<file path="config.mk">
export PLATFORM = sky130hd
export DESIGN_NAME = lector_display_hexadecimal
export DESIGN_NICKNAME = d
export VERILOG_FILES = /design/src/rtl/lector_display_hexadecimal.sv
export SDC_FILE = /design/constraint.sdc
export NUM_CORES = 1
export LEC_CHECK = 0
export CAP_MARGIN = 20
export CORE_ASPECT_RATIO = 1.75
export CORE_MARGIN = 5
export CORE_UTILIZATION = 35
export DETAILED_ROUTE_END_ITERATION = 7
export RECOVER_POWER = 50
export SYNTH_ARGS = -nofsm -noshare
export SYNTH_HDL_FRONTEND = slang
export SYNTH_SLANG_ARGS = --single-unit
</file>
<file path="constraint.sdc">
create_clock -name Reloj -period 8.1 [get_ports Reloj]
set_clock_uncertainty 0.05 [all_clocks]
set_input_delay 0.81 -clock Reloj [delete_from_list [all_inputs] [get_ports Reloj]]
set_output_delay 0.81 -clock Reloj [all_outputs]
set_load 0.1 [all_outputs]
</file>
<file path="src/rtl/lector_display_hexadecimal.sv">
// Readback of a multiplexed common-anode 7-segment bus.
// The {anodes,segments} bus is brought into the clock domain, qualified by a
// stability counter, and each stable single-digit pattern is decoded back
// into its hex nibble. A frame mask tracks which digits have been seen so a
// pulse can mark every completed scan.
module lector_display_hexadecimal #(
    parameter int NUM_DIGITOS = 4,
    parameter int ESTABLE     = 4
) (
    input  logic                       Reloj,
    input  logic                       Reset,
    input  logic                       Habilitar,
    input  logic [6:0]                 Segmentos,
    input  logic [NUM_DIGITOS-1:0]     Anodos,
    output logic [4*NUM_DIGITOS-1:0]   Binario,
    output logic [NUM_DIGITOS-1:0]     DigitoValido,
    output logic                       Actualizado,
    output logic                       Error
);

    localparam int CW = $clog2(ESTABLE);
    localparam logic [CW-1:0] CNT_MAX = CW'(ESTABLE - 1);
    localparam logic [6:0] APAGADO = 7'b1111111;

    typedef struct packed {
        logic [NUM_DIGITOS-1:0] anodos;
        logic [6:0]             segmentos;
    } muestra_t;

    typedef enum logic [1:0] {
        ESPERA    = 2'd0,
        CONTANDO  = 2'd1,
        CAPTURADO = 2'd2
    } estado_t;

    // Glyph lookup; bit 4 flags a hit in the hex table.
    function automatic logic [4:0] decodificar(input logic [6:0] s);
        case (s)
            7'b1000000: decodificar = {1'b1, 4'h0};
            7'b1111001: decodificar = {1'b1, 4'h1};
            7'b0100100: decodificar = {1'b1, 4'h2};
            7'b0110000: decodificar = {1'b1, 4'h3};
            7'b0011001: decodificar = {1'b1, 4'h4};
            7'b0010010: decodificar = {1'b1, 4'h5};
            7'b0000010: decodificar = {1'b1, 4'h6};
            7'b1111000: decodificar = {1'b1, 4'h7};
            7'b0000000: decodificar = {1'b1, 4'h8};
            7'b0011000: decodificar = {1'b1, 4'h9};
            7'b0001000: decodificar = {1'b1, 4'hA};
            7'b0000011: decodificar = {1'b1, 4'hB};
            7'b1000110: decodificar = {1'b1, 4'hC};
            7'b0100001: decodificar = {1'b1, 4'hD};
            7'b0000110: decodificar = {1'b1, 4'hE};
            7'b0001110: decodificar = {1'b1, 4'hF};
            default:    decodificar = 5'b0_0000;
        endcase
    endfunction

    muestra_t entrada;
    muestra_t sinc1, sinc2, previo;
    logic     cambio;

    logic [CW-1:0] cuenta;
    estado_t       estado, estado_sig;
    logic          captura;

    logic [NUM_DIGITOS-1:0] anodos_act;
    logic                   ninguno, varios, uno;
    logic [4:0]             deco;
    logic                   acierto, apagado, glifo_ilegal;
    logic [NUM_DIGITOS-1:0] sel;
    logic [NUM_DIGITOS-1:0] mascara, mascara_nueva;
    logic                   completo, fallo;

    assign entrada = {Anodos, Segmentos};
    assign cambio  = (sinc2 != previo);

    // Two-flop synchroniser plus the compare register; all reset to blank so
    // an idle bus after reset is not seen as a change.
    always_ff @(posedge Reloj or posedge Reset) begin
        if (Reset) begin
            sinc1  <= '1;
            sinc2  <= '1;
            previo <= '1;
        end else begin
            sinc1  <= entrada;
            sinc2  <= sinc1;
            previo <= sinc2;
        end
    end

    // Stability counter: restarts on any change or while disabled, saturates.
    always_ff @(posedge Reloj or posedge Reset) begin
        if (Reset)
            cuenta <= '0;
        else if (cambio || !Habilitar)
            cuenta <= '0;
        else if (cuenta != CNT_MAX)
            cuenta <= cuenta + 1'b1;
    end

    // State register.
    always_ff @(posedge Reloj or posedge Reset) begin
        if (Reset)
            estado <= ESPERA;
        else
            estado <= estado_sig;
    end

    // Next state; a capture fires once per stable pattern.
    always_comb begin
        estado_sig = estado;
        captura    = 1'b0;
        if (!Habilitar) begin
            estado_sig = ESPERA;
        end else begin
            case (estado)
                ESPERA: begin
                    if (cambio)
                        estado_sig = CONTANDO;
                end
                CONTANDO: begin
                    if (!cambio && cuenta == CNT_MAX) begin
                        captura    = 1'b1;
                        estado_sig = CAPTURADO;
                    end
                end
                CAPTURADO: begin
                    if (cambio)
                        estado_sig = CONTANDO;
                end
                default: estado_sig = ESPERA;
            endcase
        end
    end

    // Classify the captured pattern: which digit, whether the glyph is legal,
    // and whether this capture completes the frame.
    always_comb begin
        anodos_act    = ~previo.anodos;
        ninguno       = (anodos_act == '0);
        varios        = ($countones(anodos_act) > 1);
        uno           = !ninguno && !varios;
        deco          = decodificar(previo.segmentos);
        acierto       = deco[4];
        apagado       = (previo.segmentos == APAGADO);
        glifo_ilegal  = !acierto && !apagado;
        sel           = (captura && uno) ? anodos_act : '0;
        mascara_nueva = mascara | sel;
        completo      = captura && uno && (mascara_nueva == '1);
        fallo         = captura && (varios || (uno && glifo_ilegal));
    end

    // Frame mask: cleared while disabled and on the completing capture.
    always_ff @(posedge Reloj or posedge Reset) begin
        if (Reset)
            mascara <= '0;
        else if (!Habilitar || completo)
            mascara <= '0;
        else
            mascara <= mascara_nueva;
    end

    // Per-digit result registers; a blank or illegal glyph keeps the nibble.
    always_ff @(posedge Reloj or posedge Reset) begin
        if (Reset) begin
            Binario      <= '0;
            DigitoValido <= '0;
        end else begin
            for (int i = 0; i < NUM_DIGITOS; i++) begin
                if (sel[i]) begin
                    DigitoValido[i] <= acierto;
                    if (acierto)
                        Binario[4*i +: 4] <= deco[3:0];
                end
            end
        end
    end

    // Event pulses, one cycle each.
    always_ff @(posedge Reloj or posedge Reset) begin
        if (Reset) begin
            Actualizado <= 1'b0;
            Error       <= 1'b0;
        end else begin
            Actualizado <= completo;
            Error       <= fallo;
        end
    end

endmodule

</file>
After elaboration in Yosys (flattened, before gate mapping)
Index checks and enable logic that the tools add are counted.
W data, S select, Z words.
- register bits: 63
- word-level logic and storage cells: 88
- output and inout port bits: 22
- memories kept: 0
- RAM bits: 0
- bits of input ports: 14
- memory bits (read-only): 0
- latch bits: 0
- shifts and indexed selects: 0
- multiply operators: 0
- bitwise operators: 2
- add/sub/neg operators: 4
- equal/unequal tests: 24
- div/mod/pow operators: 0
- order comparisons: 1
- reduce and logical (&&, ||, !) cells: 26
- muxes and demuxes: 12
- operators by type and width (operator ; number):
    $pmux W5 S16 ; 1
    $eq A7 B7 Y1 const B ; 5
    $eq A7 B5 Y1 const B ; 3
    $eq A7 B6 Y1 const B ; 3
    $eq A7 B2 Y1 const B ; 2
    $eq A7 B4 Y1 const B ; 2
    $ne A11 B11 Y1 ; 1
    $mux W2 ; 5
    $reduce_and A2 Y1 ; 5
    $mux W4 ; 2
    $eq A7 B3 Y1 const B ; 1
    $logic_and A1 B1 Y1 ; 7
    $logic_not A7 Y1 ; 1
    $logic_not A1 Y1 ; 6
    $add A1 B1 Y2 ; 2
    $eq A2 B2 Y1 const B ; 2
    $eq A4 B4 Y1 const B ; 1
    $logic_not A4 Y1 ; 1
    $not A4 Y4 ; 1
    $or A4 B4 Y4 ; 1
    $pmux W2 S2 ; 1
    $add A2 B2 Y3 ; 1
    $gt A3 B1 Y1 const B ; 1
    $logic_or A1 B1 Y1 ; 3
    9 further kinds ; 11

Logic depth before layout (Yosys ltp)
Gate-level depths: netlist of the first run.
- depth in word-level cells: 13
- mapped depth: 8
- depth with buffers taken out: 6

Least setup slack after synthesis of the first run
No wires, ideal clock.
- kind: flip-flop to flip-flop
- start point: reg previo[7] in the netlist's numbering
- end point: reg Binario[12]
- period minus slack after synthesis: 2649 ps
- setup time: 128 ps
- cell stages (with the launch flop): 9
- arrival time: 2471 ps
- path buffers: 2
- required time: 7922 ps
- path slack: 5451 ps
- path through: dfstp_2 -> fa_1 -> o21ai_0 -> or3b_2 -> clkbuf_1 -> or3_1 -> clkbuf_2 -> nor2_2 -> mux2_1
- cells in the longest elaborated chain, start to end: 9
- elaborated cells on any way between the ends: 17
- classes of those cells: add/sub (2); order compare (1); eq/ne (1); mux (4); bitwise (1); reduce/logical (8)
- ends and longest elaborated chain (item ; RTL line ; source):
    start: declaration ; 60 ; muestra_t sinc1, sinc2, previo;
    start signal: assignment ; 88 ; previo <= sinc2;
    $not A4 Y4 or $ne A11 B11 Y1 (tied branches) ; 140, 76 ;
    $add A1 B1 Y2 (implied by the code) or $logic_not A1 Y1 (tied branches) ; 142, 123 ;
    $add A2 B2 Y3 (implied by the code) or $logic_and A1 B1 Y1 (tied branches) ; 142, 123 ;
    $gt A3 B1 Y1 or $mux W1 (tied branches) ; 142, 123 ;
    $logic_not A1 Y1 or $mux W1 (tied branches) ; 143, 117 ;
    $logic_and A1 B1 Y1 or $mux W1 (tied branches) ; 143, 114 ;
    $logic_and A1 B1 Y1 * ; 148 ; sel = (captura && uno) ? anodos_act : '0;
    $mux W4 * ; 148 ;
    $reduce_and A2 Y1 (no source line) * ; -- ;
    end signal: indexed assignment ; 174 ; Binario[4*i +: 4] <= deco[3:0];
    end: declaration ; 15 ; output logic [4*NUM_DIGITOS-1:0] Binario,
Every way passes the cells marked *; elsewhere a longest branch is shown, timed or not.
A chain may end at the register's enable or synchronous reset.

==> results of run 1 <==
## layout by cell type, fill, tap and decap left out, types with 4 or more instances in the layout
master            n
dlygate4sd3_1    12
mux2_1            6
nor2_2            4
dfstp_1          10
o21ai_0          19
dfrtp_1          30
a21oi_1           5
nor2_1           11
mux2_2            6
inv_1             4
nor3_1            8
nand3_1           4
clkbuf_16        10
clkdlybuf4s50_1  23
nand2_1           6
or3_1             4
xnor2_1          12
dfstp_2          23
## layout make-up
| type | count | area, um^2 | share of cell area (%) |
|---|---|---|---|
| inverter | 5 | 18.8 | 0.557 |
| sequential | 63 | 1620 | 48.0 |
| clock buffer | 14 | 295 | 8.77 |
| multi-input combinational | 135 | 962 | 28.6 |
| clock inverter | 2 | 10.0 | 0.297 |
| tap | 88 | 110 | 3.27 |
| timing repair buffer | 36 | 354 | 10.5 |
## state kept, by name, indices dropped and copies added (netlist names)
name,count
sinc1,11
DigitoValido,4
Error,1
previo,11
Binario,16
estado,2
mascara,4
sinc2,11
cuenta,2
Actualizado,1
## final timing paths
| path | from | to | slack, ns | cells past startpoint |
|---|---|---|---|---|
| min | sinc1[3] | sinc2[3] | 0.30 | 0 |
| max in group Reloj | Habilitar | Binario[13] | 5.21 | 6 |
| min reg2reg | sinc1[3] | sinc2[3] | 0.30 | 0 |
| max reg2reg | previo[3] | Binario[13] | 5.30 | 6 |
| max | Reset | DigitoValido[3] | 4.04 | 3 |
| min in group asynchronous | Reset | mascara[2] | 2.12 | 3 |
## stage by stage
stage                     area, um^2  hold WS (ns)  total power, uW  util, %
final                           3370         0.300              770     45.1
after global routing            3370         0.305              803     45.1
after CTS                       3370         0.304              787     45.2
after detailed placement        3070         0.297              405     41.1
after global placement          3070         0.295              403     41.1
after floorplan                 2650         0.295              386        -
## synthesized netlist by cell type (all sizes together), types with 2 or more instances
master	instances	area, um^2
dfstp	33	867
dfrtp	30	751
o21ai	19	95.1
nor2	15	66.3
mux2	12	135
xnor2	12	105
nor3	9	50.1
clkbuf	6	23.8
nand2	6	22.5
or3	6	47.5
a21oi	5	25.0
inv	5	18.8
buf	4	28.8
nand3	4	20.0
a31oi	3	18.8
nand2b	3	18.8
nand3b	3	22.5
nor2b	3	18.8
nor4	3	18.8
xor2	3	26.3
a211oi	2	15.0
and3	2	12.5
and4	2	17.5
ha	2	25.0
nand4	2	12.5
nor3b	2	26.3
o211ai	2	15.0
o31ai	2	15.0
## cells by family after synthesis
group	Yosys count	synth area share [%]
compound gates	40	9.30
xor+xnor	15	4.96
fa+ha+maj	3	1.70
buf+inv	15	2.69
flops	63	61.0
mux	13	5.47
simple gates	64	14.9
## layer usage
metal	vias up	global-route usage, %	part of all wire, %
met5	-	0	0
met4	0	7.11	3.2
met3	14	4.98	5.0
met2	39	17.8	54
met1	832	12.5	38
li1	836	-	-
## power by group
group | leakage, uW | total (uW) | switching (uW) | internal, uW
combinational | 0.000446 | 51.6 | 33.3 | 18.4
clock | 0.000154 | 374 | 125 | 249
sequential | 0.000740 | 345 | 12.6 | 332
==> impl_metrics.ini, run 1 <==
[run_status]
status = finished with violations
violations = capacitance limit, slew limit

[timing]
setup_viol = 0
tns_ns = 0
layout_min_cycle_time_ns = 4.06
max_freq_mhz = 246
hold_violations = 0
grt_setup_unrepaired = false
worst_pin_slew_ns = 3.23
drv_slew = 64
relSlewSlack_pct = -116
finalWorstSetupSlack_ns = 4.04
min_period_over_period_pct = 50.2

[placement]
dpl.cell_count = 327
io_buffers = 35
gp_congestion = 0.807
dp_hpwl_mm = 3.49
dpl_worst_slack_ns = 4.89

[finish]
drive_gt1_share_pct = 22.0
diodes = 0
final_cells = 343
fillers = 698
num-nets-final = 267
area_delta_synth_final_pct = 27.0

[routing]
antenna_left = 0
routed-via-count = 1721
wl_per_cell_um = 14.0
initialDrtViolationCount = 74
drt-total-wl_mm = 4.82
first_pass_iters = 4
drc = 0
vias_per_cell = 5.02

[floorplanning]
die_area_mm2 = 0.00948
initial_core_util_pct = 35.5
row_count = 42
io_pins = 36
die_x_um = 75.8
die_height_um = 125
core_area_mm2 = 0.00746

[synthesis]
ys_ff_latch = 63
syn_area_mm2 = 0.00265
avgSynthCellArea_um2 = 12.4
yosys.cell_types.count = 49
seq_area_frac_synth_pct = 61.0
ys_warn_count = 0
async_flop_share_pct = 100
synth_edf_count = 0
synth_nets = 230
syn_inst = 213
synth-main-ff-cell = dfstp_2

[setup_path]
critPathMaxFanout = 63
path_class = in2async
crit_path_end_kind = asynchronous set/reset pin
crit_required_ns = 7.75
crit_slowest_cell = clkbuf_1
crit_family = buffers and inverters
critPathBufInv = 3
crit_chain = dlygate4sd3_1 -> clkinv_1 -> clkbuf_1
cp_slowest_stage_delay_ns = 2.26
arrival_ns = 3.71
critPathLaunchType = input port

[global_route]
grt_pass1_vias = 1689
grt_max_degree = 64
grt_usage_pct = 11.5
grt_pass1_wl_mm = 8.08
grt_overflow = 0
antenna_found_initial = 0

[clocking]
cts_setup_buffers = 0
cts.clk_slew.worst_paths_ns = 0.05
tritoncts = done
clockRootBuffer = clkbuf_16
cts_buffer_depth = 2
post_cts_resized = 0
cts_buffers = 9
holdBufCountCts = 0
clk_latency_ns = 0.32
clock-sinks = 63
htreeDepth = 3

[worst_hold_path]
hp-class = reg2reg

[power_and_ir_drop]
leakagePower_uw = 0.00134
power_density_mw_per_mm2 = 229
peakVddDrop_uv = 110

[job]
cap_violations = 1
Power figures use the tool's default switching activity.
==> inputs of run 2 (changes only) <==
==> constraint.sdc (replaced) <==
create_clock -name Reloj -period 3.5 [get_ports Reloj]
set_clock_uncertainty 0.05 [all_clocks]
set_input_delay 0.35 -clock Reloj [delete_from_list [all_inputs] [get_ports Reloj]]
set_output_delay 0.35 -clock Reloj [all_outputs]
set_load 0.1 [all_outputs]
==> run 2 against run 1 <==
  * Flip-flop and latch count unchanged
  * Largest power group unchanged
  * Die area unchanged
  * Global-route usage is 0.48 points higher
  * The flow now finishes without violations
  * Largest cell class unchanged
  * Count of clock-buffer cells in the layout decreased by 1
  * Combinational power increased by 130%
  * Critical endpoint is now Binario[12]
==> impl_metrics.ini, run 2 (synthesis gave the netlist of run 1 again) <==
[routing]
first_pass_iters = 4
antenna_left = 0
wl_per_cell_um = 14.3
vias_per_cell = 5.03
drt-total-wl_mm = 4.93
initialDrtViolationCount = 63
routed-via-count = 1729
drc = 0

[power_and_ir_drop]
total_power_uw = 1810
switching_power_uw = 390
clockPowerShare_pct = 49.3
p_comb_share_pct = 6.7
p_sw_share_pct = 21.5
seqPwrFrac_pct = 44.0
power_density_mw_per_mm2 = 536
power.internal_uw = 1420
leakagePower_uw = 0.00135
peakVddDrop_uv = 258

[clocking]
cts_buffer_depth = 2
cts_buffers = 9
cts.clk_slew.worst_paths_ns = 0.05
htreeDepth = 3
post_cts_resized = 0
holdBufCountCts = 0
clockRootBuffer = clkbuf_16
clock-sinks = 63
clk_latency_ns = 0.32
cts_setup_buffers = 0
tritoncts = done

[global_route]
grt_max_degree = 32
grt_usage_pct = 12.0
antenna_found_initial = 0
grt_overflow = 0
grt_pass1_vias = 1829
grt_pass1_wl_mm = 8.47

[finish]
final_common_cell = dfrtp_1
final_cell_mix = dfrtp_1 (30), clkdlybuf4s50_1 (23), dfstp_2 (22), o21ai_0 (19)
diodes = 0
final_area_mm2 = 0.00338
num-nets-final = 268
final_cells = 344
drive_gt1_share_pct = 21.5
area_delta_synth_final_pct = 27.6
top_register = Binario
largest_reg_flops = 16

[timing]
min_period_over_period_pct = 77.9
drv_slew = 0
grt_setup_unrepaired = false
setup_viol = 0
max_freq_mhz = 367
layout_min_cycle_time_ns = 2.73
tns_ns = 0
relSlewSlack_pct = 27.5
worst_pin_slew_ns = 1.09
hold_violations = 0

[setup_path]
ff2ff_path_depth = 6
critPathLaunchType = flop
arrival_ns = 2.87
r2r_start = previo[7]
r2r_setup_slack_ns = 0.77
critPathMaxFanout = 9
crit_slowest_cell = or3b_2
cp_slowest_stage_delay_ns = 0.56
crit_path_end_kind = flop
crit_required_ns = 3.64
path_class = reg2reg
timing.rr.end = Binario[12]
crit_chain = fa_1 -> o21ai_0 -> or3b_2 -> or3_1 -> nor2_2 -> mux2_1

[placement]
dp_hpwl_mm = 3.66
dpl.cell_count = 328
gp_congestion = 0.855
io_buffers = 35
placed_cell_area_mm2 = 0.00307

[floorplanning]
die_height_um = 125
core_area_mm2 = 0.00746
row_count = 42
die_area_mm2 = 0.00948
die_x_um = 75.8
initial_core_util_pct = 35.5
io_pins = 36

[worst_hold_path]
min_from = sinc1[1]
min_to = sinc2[1]
hp-class = reg2reg
hold_depth = 0

[job]
cap_violations = 0

[run_status]
status = completed
[run 2: cell type report]
cell class | instances | area, um^2
repair buffers | 37 | 362
clock buffers | 13 | 272
inverters | 5 | 18.8
multi-input cells | 135 | 962
flip-flops and latches | 63 | 1620
clock inverters | 3 | 40.0
fillers | 702 | 4080
well taps | 88 | 110
[run 2: worst max-delay path by stage]
stage / start / to / slack [ns] / depth (start not counted)
CTS: previo[0] / Binario[12] / 0.76 / 6
global route: previo[5] / Binario[12] / 0.63 / 6
floorplan: previo[7] / Binario[12] / 0.85 / 8
finish: previo[7] / Binario[12] / 0.77 / 6
global placement: Habilitar / Binario[1] / 0.80 / 6
detailed placement: Habilitar / Binario[12] / 0.75 / 6
[run 2: routing by layer]
metal | track usage, % | vias to the layer above | wire length [um]
li1 | - | 835 | -
met1 | 12.6 | 843 | 1890
met2 | 19.9 | 40 | 2670
met3 | 3.21 | 11 | 217
met4 | 8.03 | 0 | 144
met5 | 0 | - | 0
[run 2: through the flow]
stage,hold WS [ns],utilization [%],setup WS (ns)
after floorplan,0.295,-,0.851
after global placement,0.296,41.2,0.797
after detailed placement,0.297,41.2,0.746
after CTS,0.304,45.4,0.762
after global routing,0.314,45.3,0.628
final,0.308,45.3,0.774
[run 2: worst max-delay path, delay by kind of cell, from the launching register on]
family / cells / cell delay, ns
compound gates: 1 / 0.08
fa+ha+maj: 1 / 0.53
flops: 1 / 0.41
mux: 1 / 0.35
simple gates: 3 / 1.18
[run 2: power by group through the flow]
stage | combinational (uW) | sequential (uW) | clock [uW]
6_report | 121 | 797 | 893
5_1_grt | 134 | 801 | 956
4_1_cts | 127 | 800 | 926
3_5_place_dp | 127 | 811 | 0
3_3_place_gp | 125 | 810 | 0
2_1_floorplan | 62.4 | 831 | 0
==> inputs of run 3 (changes only) <==
==> constraint.sdc (replaced) <==
create_clock -name Reloj -period 2.32 [get_ports Reloj]
set_clock_uncertainty 0.05 [all_clocks]
set_input_delay 0.232 -clock Reloj [delete_from_list [all_inputs] [get_ports Reloj]]
set_output_delay 0.232 -clock Reloj [all_outputs]
set_load 0.1 [all_outputs]
==> run 3 against run 2 <==
  * Global-route usage rose by 0.47 points
  * The flow now finishes with violations (setup timing)
  * First-iteration DRC count rose by 7.9%
  * Clock power rose by 41%
  * Wire length rose by 6.3%
  * Sequential share of layout area fell by 4.8 points
  * Total power rose by 49%
  * Critical path type unchanged
  * Sequential power rose by 48%
  * Cell count rose by 9.3%
  * Count of clock-buffer cells in the layout fell by 2
==> impl_metrics.ini, run 3 (synthesis gave the netlist of run 1 again) <==
[run_status]
status = finished with violations
violations = setup timing

[routing]
antenna_left = 0
drt-total-wl_mm = 5.23
initialDrtViolationCount = 68
met1_length_mm = 1.81
routed-via-count = 1848
first_pass_iters = 4
wl_met3_um = 302
dr_wl_met2_mm = 2.96
dr.max_layer_used = met4
drc = 0
wl_per_cell_um = 13.9
vias_per_cell = 4.91

[power_and_ir_drop]
p_sw_share_pct = 23.5
peakVddDrop_uv = 507
clockPowerShare_pct = 46.7
power_density_mw_per_mm2 = 721
seqPwrFrac_pct = 43.8
power.internal_uw = 2070
p_comb_share_pct = 9.5
leakagePower_uw = 0.00160
switching_power_uw = 637

[timing]
grt_setup_unrepaired = true
finalWorstSetupSlack_ns = -0.110
max_freq_mhz = 411
layout_min_cycle_time_ns = 2.43
relSlewSlack_pct = 42.9
whs_ns = 0.304
worst_pin_slew_ns = 0.857
setup_viol = 14
min_period_over_period_pct = 105
hold_violations = 0
drv_slew = 0

[setup_path]
arrival_ns = 2.60
crit_required_ns = 2.49
crit_slowest_cell = fa_1
r2r_start = previo[10]
critPathLaunchType = flop
cp_slowest_stage_delay_ns = 0.56
critPathLaunch = previo[10]
crit_family = simple AND/OR/NAND/NOR gates
critPathMaxFanout = 6
crit_chain = fa_1 -> o21ai_2 -> or3b_4 -> or3_4 -> nor2_4 -> mux2_4
critPathBufInv = 0
path_class = reg2reg
crit_path_end_kind = flop

[finish]
top_register = Binario
num-nets-final = 300
diodes = 0
largest_reg_flops = 16
fillers = 664
final_common_cell = buf_4
final_cells = 376
drive_gt1_share_pct = 49.3
area_delta_synth_final_pct = 41.6
final_cell_mix = buf_4 (49), dfrtp_1 (30), dfstp_2 (27), dlygate4sd3_1 (12)

[floorplanning]
die_height_um = 125
die_x_um = 75.8
die_area_mm2 = 0.00948
core_area_mm2 = 0.00746
row_count = 42
initial_core_util_pct = 35.5
io_pins = 36

[placement]
io_buffers = 35
dpl_worst_slack_ns = -0.155
dpl.cell_count = 354
dp_hpwl_mm = 3.90
gp_congestion = 0.827

[clocking]
cts.clk_slew.worst_paths_ns = 0.05
clock-sinks = 63
tritoncts = done
cts_buffer_depth = 2
clk_latency_ns = 0.33
htreeDepth = 3
cts_buffers = 9
clockRootBuffer = clkbuf_16

[worst_hold_path]
min_from = sinc1[3]
hp-class = reg2reg

[global_route]
grt_usage_pct = 12.5
grt_max_degree = 42
grt_pass1_wl_mm = 8.68
grt_overflow = 0
grt_pass1_vias = 1841
antenna_found_initial = 0

[job]
cap_violations = 0
## run 3: changes by cell type in the layout (fill, tap and decap cells not counted), sizes merged
cell	change
buf	+55
clkdlybuf4s50	-22
clkbuf	-3
bufinv	-1
clkinv	+1
clkinvlp	+1
inv	+1
## run 3: timing repair
item / 4_1_cts / 5_1_grt
pin swaps: 8 / 5
endpoints found under the setup margin: 22 / 26
hold buffers: 0 / 0
gates resized for setup: 17 / 35
buffers inserted: 1 / 5
## run 3: worst reg2reg max path, delay by kind of cell (launching register included)
kind	cells	cell delay, ns
flops	1	0.39
fa+ha+maj	1	0.56
compound gates	1	0.06
simple gates	3	0.95
mux	1	0.31
## run 3: stage by stage
stage | utilization [%] | power, uW | area [um^2] | TNS [ns]
floorplan | - | 1350 | 2680 | -1.54
global placement | 43.3 | 1430 | 3230 | -1.70
detailed placement | 43.3 | 1440 | 3230 | -2.22
CTS | 48.1 | 2730 | 3590 | -1.09
global route | 50.3 | 2820 | 3750 | -2.16
finish | 50.3 | 2710 | 3750 | -1.05
## run 3: layout make-up
class / instances / area [um^2] / share of cell area [%]
tap: 88 / 110 / 2.93
clock inverter: 5 / 28.8 / 0.766
multi-input combinational: 135 / 1140 / 30.3
timing repair buffer: 69 / 579 / 15.4
inverter: 5 / 18.8 / 0.500
sequential: 63 / 1620 / 43.1
clock buffer: 11 / 264 / 7.03
## run 3: power groups by stage
stage               registers [uW]  logic, uW  clock network (uW)
floorplan                     1250       95.3                   0
global placement              1200        234                   0
detailed placement            1200        237                   0
CTS                           1190        245                1300
global route                  1190        279                1350
finish                        1180        258                1260
## run 3: final timing paths
path | cells after the start | to | slack, ns
min in group asynchronous | 2 | estado[1] | 0.47
worst min register to register | 0 | sinc2[3] | 0.30
worst min-delay path | 0 | sinc2[3] | 0.30
worst max register to register | 6 | Binario[9] | -0.11
max in group asynchronous | 3 | Binario[1] | 0.39
worst max-delay path | 6 | Binario[9] | -0.11
## run 3: routing by layer
layer	track usage, %	up-vias
li1	-	898
met1	12.2	900
met2	21.0	37
met3	4.42	13
met4	8.24	0
met5	0	-
